`src/rtl/btn_event_arbiter.sv`:
```
// Serialises button press pulses into a round-robin event stream. Press-to-o_valid latency is 2 cycles.
// Under backpressure (o_valid & !i_ready) the held event stays put, and further presses wait in the pending latches.
module btn_event_arbiter #(
    parameter  int NUM_BTN = 4,
    localparam int IDX_W   = $clog2(NUM_BTN)
) (
    input  logic               clk,
    input  logic               rst,
    input  logic [NUM_BTN-1:0] i_btn_pulse,
    input  logic               i_ready,
    input  logic               i_clr_overflow,
    output logic               o_valid,
    output logic [IDX_W-1:0]   o_btn_idx,
    output logic [NUM_BTN-1:0] o_pending,
    output logic               o_overflow
);

    typedef enum logic {
        SLOT_EMPTY = 1'b0,
        SLOT_FULL  = 1'b1
    } slot_e;

    slot_e              slot_q, slot_d;
    logic [NUM_BTN-1:0] pend_q, pend_d;
    logic [NUM_BTN-1:0] grant_vec;
    logic [IDX_W-1:0]   idx_q, idx_d;
    logic [IDX_W-1:0]   rr_q, rr_d;
    logic [IDX_W-1:0]   winner;
    logic [IDX_W:0]     cand;
    logic               found;
    logic               ovf_q, ovf_d;
    logic               accept, slot_free, grant, merge;

    assign accept    = (slot_q == SLOT_FULL) & i_ready;
    assign slot_free = (slot_q == SLOT_EMPTY) | accept;
    assign grant     = slot_free & (|pend_q);

    // The search begins at rr_q and wraps by explicit compare, so non-power-of-2 NUM_BTN also works.
    always_comb begin
        winner = '0;
        found  = 1'b0;
        cand   = '0;
        for (int i = 0; i < NUM_BTN; i++) begin
            cand = {1'b0, rr_q} + (IDX_W+1)'(i);
            if (cand >= (IDX_W+1)'(NUM_BTN)) begin
                cand = cand - (IDX_W+1)'(NUM_BTN);
            end
            if (!found && pend_q[cand[IDX_W-1:0]]) begin
                found  = 1'b1;
                winner = cand[IDX_W-1:0];
            end
        end
    end

    always_comb begin
        grant_vec = '0;
        if (grant) begin
            grant_vec[winner] = 1'b1;
        end
    end

    // A press that arrives in the same cycle as its own grant re-arms the latch and is not a merge.
    assign merge  = |(i_btn_pulse & pend_q & ~grant_vec);
    assign pend_d = (pend_q & ~grant_vec) | i_btn_pulse;
    assign ovf_d  = merge | (ovf_q & ~i_clr_overflow);

    always_comb begin
        slot_d = slot_q;
        idx_d  = idx_q;
        rr_d   = rr_q;
        case (slot_q)
            SLOT_EMPTY: begin
                if (grant) begin
                    slot_d = SLOT_FULL;
                end
            end
            SLOT_FULL: begin
                if (accept && !grant) begin
                    slot_d = SLOT_EMPTY;
                end
            end
            default: slot_d = SLOT_EMPTY;
        endcase
        if (grant) begin
            idx_d = winner;
            if (winner == IDX_W'(NUM_BTN - 1)) begin
                rr_d = '0;
            end else begin
                rr_d = winner + IDX_W'(1);
            end
        end
    end

    always_ff @(posedge clk or posedge rst) begin
        if (rst) begin
            slot_q <= SLOT_EMPTY;
            pend_q <= '0;
            idx_q  <= '0;
            rr_q   <= '0;
            ovf_q  <= 1'b0;
        end else begin
            slot_q <= slot_d;
            pend_q <= pend_d;
            idx_q  <= idx_d;
            rr_q   <= rr_d;
            ovf_q  <= ovf_d;
        end
    end

    assign o_valid    = (slot_q == SLOT_FULL);
    assign o_btn_idx  = idx_q;
    assign o_pending  = pend_q;
    assign o_overflow = ovf_q;

endmodule
```
`config.mk`:
```
export PLATFORM = sky130hd
export DESIGN_NAME = btn_event_arbiter
export DESIGN_NICKNAME = d
export VERILOG_FILES = /design/src/rtl/btn_event_arbiter.sv
export SDC_FILE = /design/constraint.sdc
export NUM_CORES = 1
export LEC_CHECK = 0
export ABC_AREA = 1
export CORE_ASPECT_RATIO = 1.75
export CORE_MARGIN = 2
export CORE_UTILIZATION = 30
export CTS_CLUSTER_DIAMETER = 150
export DETAILED_ROUTE_END_ITERATION = 12
export MAX_ROUTING_LAYER = met4
export PLACE_DENSITY = 0.63
export SYNTH_ARGS = -nofsm -noshare
export SYNTH_HDL_FRONTEND = slang
export SYNTH_SLANG_ARGS = --single-unit
```
`constraint.sdc`:
```
create_clock -name clk -period 2.1 [get_ports clk]
set_input_delay 0.21 -clock clk [delete_from_list [all_inputs] [get_ports clk]]
set_output_delay 0.21 -clock clk [all_outputs]
set_load 0.01 [all_outputs]
```
==> summary.txt, run 1 <==
Logic synthesis
  • Synth top area cells: dfrtp_1 (32%), nand2_1 (19%), inv_1 (10%)
  • Post-synth EDFFs: 0
  • Async S/R FF share, synth: 100%
  • Syn Area/Cell: about 7.0 um^2
  • Primary FF master, synth: dfrtp_1
  • Top cells by count, synth: nand2_1 (39), inv_1 (21), dfrtp_1 (10)
  • Most frequent cell after synthesis: nand2_1
  • Yosys warns: 0
  • Post-synth top area cell: dfrtp_1
  • Cell Area, Synth: approximately 800 um^2
  • Seq/Total Area, Yosys: 31.8%
  • Share of the synthesized area in the top cell type: between 30% and 40%
  • Flop and latch count out of synthesis: 10
  • Netlist cell types: 22
  • Cells after synthesis: approximately 110
  • Syn Nets: around 130

Cells and area
  • Area Overhead vs Synth: 74.4%
  • Filler instances: roughly 220
  • Diodes inserted: 0
  • Share of layout cells above drive strength 1: a little under three fifths
  • Final net count: between 150 and 200
  • Count of non-filler cells in the finished layout: between 150 and 200

Timing
  • Hold slack: 0.248 ns
  • Peak Freq: roughly 460 MHz
  • Final hold violations: 0
  • Max Slew Vio Count: 0
  • Setup violators final: 4
  • Minimum clock period: ~2.2 ns
  • Skew final: 0.00240 ns
  • Worst-Margin Slew: roughly 0.4 ns
  • RSZ-0062 raised after global routing: yes
  • Period utilization: 102%
  • Final worst slack: -0.0523 ns
  • Rel. slew slack: between 70% and 80%

Routing
  • Drt first pass iters: 4
  • Total wire length: ~2.5 mm
  • Residual DRC: 0
  • Total number of vias: 860
  • First DRT Iteration DRCs: 22
  • Mean routed wirelength per cell: 14.6 um
  • Routed vias/inst: 4.94
  • Routed Antenna Nets: 0

Global routing
  • Met1 Track Usage GR: about 14%
  • Vias in the first global route: 895
  • Total GRT Usage: 15.8%
  • Initial antenna violation count: 0
  • Overflow after GRT: 0
  • Grt met2 use: between 30% and 40%
  • Busiest layer in global routing: met2
  • Largest net degree at the start of global routing: 11
  • Global-route wire length before repair: between 3 and 4 mm
  • GR Util met3: between 1.5 and 2%

Min path
  • Type of the most critical hold path: in -> async

Critical path
  • Reg-to-Reg Start: rr_q[0]$_DFFE_PP0P_
  • Crit. End Element: register
  • Worst Setup EP: o_pending[1]$_DFF_PP0_
  • Kind of critical path: reg -> reg
  • R2R depth: 14
  • Flop-to-flop setup slack: -0.05 ns
  • Critical Path RT: about 2.2 ns
  • Worst setup SP type: register
  • Worst Setup SP: rr_q[0]$_DFFE_PP0P_
  • Crit path DAT: between 2 and 2.5 ns
  • Largest fanout on the critical path: 6
  • Reg-to-reg endpoint: o_pending[1]$_DFF_PP0_

Clocking
  • Clock root buffer: clkbuf_8
  • Max clock buf depth: 2
  • CTS Buf Count: 3
  • Worst-skew pair later-pin latency: ~0.23 ns
  • Cts hold-fix bufs: 0
  • CTS sink count: 10
  • CTS tree: done
  • CTS HTree Levels: 1
  • CTS clock-pin slew for the worst setup and hold paths: about 0.050 ns

Floorplan
  • Die width: 42.7 um
  • Core Region: approximately 2500 um^2
  • Num rows: 24
  • Die Height: a little over 70 um
  • Initial Utilization: a little under a third
  • # IOs: 16
  • Die area: a little over 3000 um^2

Run
  • Max-cap viol count: 0

Place
  • Inst Count DP: between 150 and 200
  • RePlAce Congestion: ~0.80
  • DP Wirelength: roughly 1.5 mm
  • Port bufs: 15

Outcome
  • Outcome: complete, but fails checks
  • Failing checks: setup timing
[metrics by stage]
stage	TNS [ns]	instance area, um^2	util [%]	setup slack [ns]
CTS	-0.0146	1130	45.2	-0.00752
floorplan	0	786	-	0.129
global placement	-0.159	1010	40.5	-0.0558
global route	-0.580	1370	55.0	-0.155
finish	-0.152	1370	55.0	-0.0523
detailed placement	-0.376	1010	40.5	-0.120
[sequential cells by signal (all words and copies together) (netlist names)]
signal      count
o_pending       4
o_btn_idx       2
rr_q            2
o_overflow      1
o_valid         1
[worst min-delay path by stage]
stage                        startpoint                  endpoint  slack [ns]  cells past startpoint
2_1_floorplan                       rst  o_btn_idx[0]$_DFFE_PP0P_        0.05                      1
6_report                            rst      o_overflow$_DFF_PP0_        0.25                      2
3_3_place_gp   o_btn_idx[1]$_DFFE_PP0P_  o_btn_idx[1]$_DFFE_PP0P_        0.47                      2
4_1_cts                             rst      o_overflow$_DFF_PP0_        0.26                      2
3_5_place_dp   o_btn_idx[1]$_DFFE_PP0P_  o_btn_idx[1]$_DFFE_PP0P_        0.49                      2
5_1_grt                             rst    o_pending[3]$_DFF_PP0_        0.30                      2
[what timing repair did]
item,4_1_cts,5_1_grt
resized for setup,12,57
setup buffers,4,6
pin swaps,2,24
setup endpoints to repair,5,5
[critical path: stages (launching register included)]
cell,delay [ns]
dfrtp_2,0.44
buf_12,0.14
clkinv_8,0.06
nand2_8,0.05
and2_4,0.17
nand2_1,0.10
o21ai_1,0.09
nand3_1,0.14
nand3_4,0.14
inv_4,0.11
ha_4,0.13
inv_2,0.04
o21ai_2,0.11
inv_2,0.05
or2_2,0.26
[layer usage]
metal,share of wire [%],vias up
met5,0,-
met4,5.5,0
met3,2.6,12
met2,59,26
met1,33,412
li1,-,410
[cell type report]
cell class / instances / area [um^2] / area share (%)
clock buffer: 4 / 55.1 / 4.02
multi-input combinational: 79 / 628 / 45.8
inverter: 23 / 104 / 7.58
sequential: 10 / 253 / 18.4
timing repair buffer: 32 / 298 / 21.7
tap: 26 / 32.5 / 2.37
[placed cells by master, fill, tap and decap left out, drive strengths merged, types with 2 or more instances in the layout]
master          n
dfrtp          10
nand4           2
buf            17
inv            22
clkbuf          4
ha              4
clkdlybuf4s50  15
nand3           7
nor2            3
o21ai           7
or2             4
nand2          48
[logic make-up (layout without fill, tap and decap cells)]
group                      Yosys count  after routing  synth area share, %
AOI/OAI and AO/OA                    9              9                 5.89
buffers and inverters               24             59                 13.4
and+or+nand+nor                     66             66                 42.5
DFF                                 10             10                 31.8
adders and majority gates            4              4                 6.37
Power of run 1 is not shown: default switching activity piles up to over one toggle a cycle in this logic, so the estimate is an artifact.
==> inputs of run 2 (changes only) <==
--- a/config.mk
+++ b/config.mk
@@ -9,7 +9,6 @@
 export CORE_ASPECT_RATIO = 1.75
 export CORE_MARGIN = 2
 export CORE_UTILIZATION = 30
-export CTS_CLUSTER_DIAMETER = 150
 export DETAILED_ROUTE_END_ITERATION = 12
 export MAX_ROUTING_LAYER = met4
 export PLACE_DENSITY = 0.63
==> results of run 2 <==
No change in the layout: final DEF, timing and power equal those of run 1.
Power of run 2 is left out for the same reason.
==> inputs of run 3 (changes only) <==
--- a/config.mk
+++ b/config.mk
@@ -12,6 +12,7 @@
 export DETAILED_ROUTE_END_ITERATION = 12
 export MAX_ROUTING_LAYER = met4
 export PLACE_DENSITY = 0.63
+export SLEW_MARGIN = 10
 export SYNTH_ARGS = -nofsm -noshare
 export SYNTH_HDL_FRONTEND = slang
 export SYNTH_SLANG_ARGS = --single-unit
==> results of run 3 <==
No change in the layout: final DEF, timing and power equal those of run 1.
Power of run 3 is left out for the same reason.
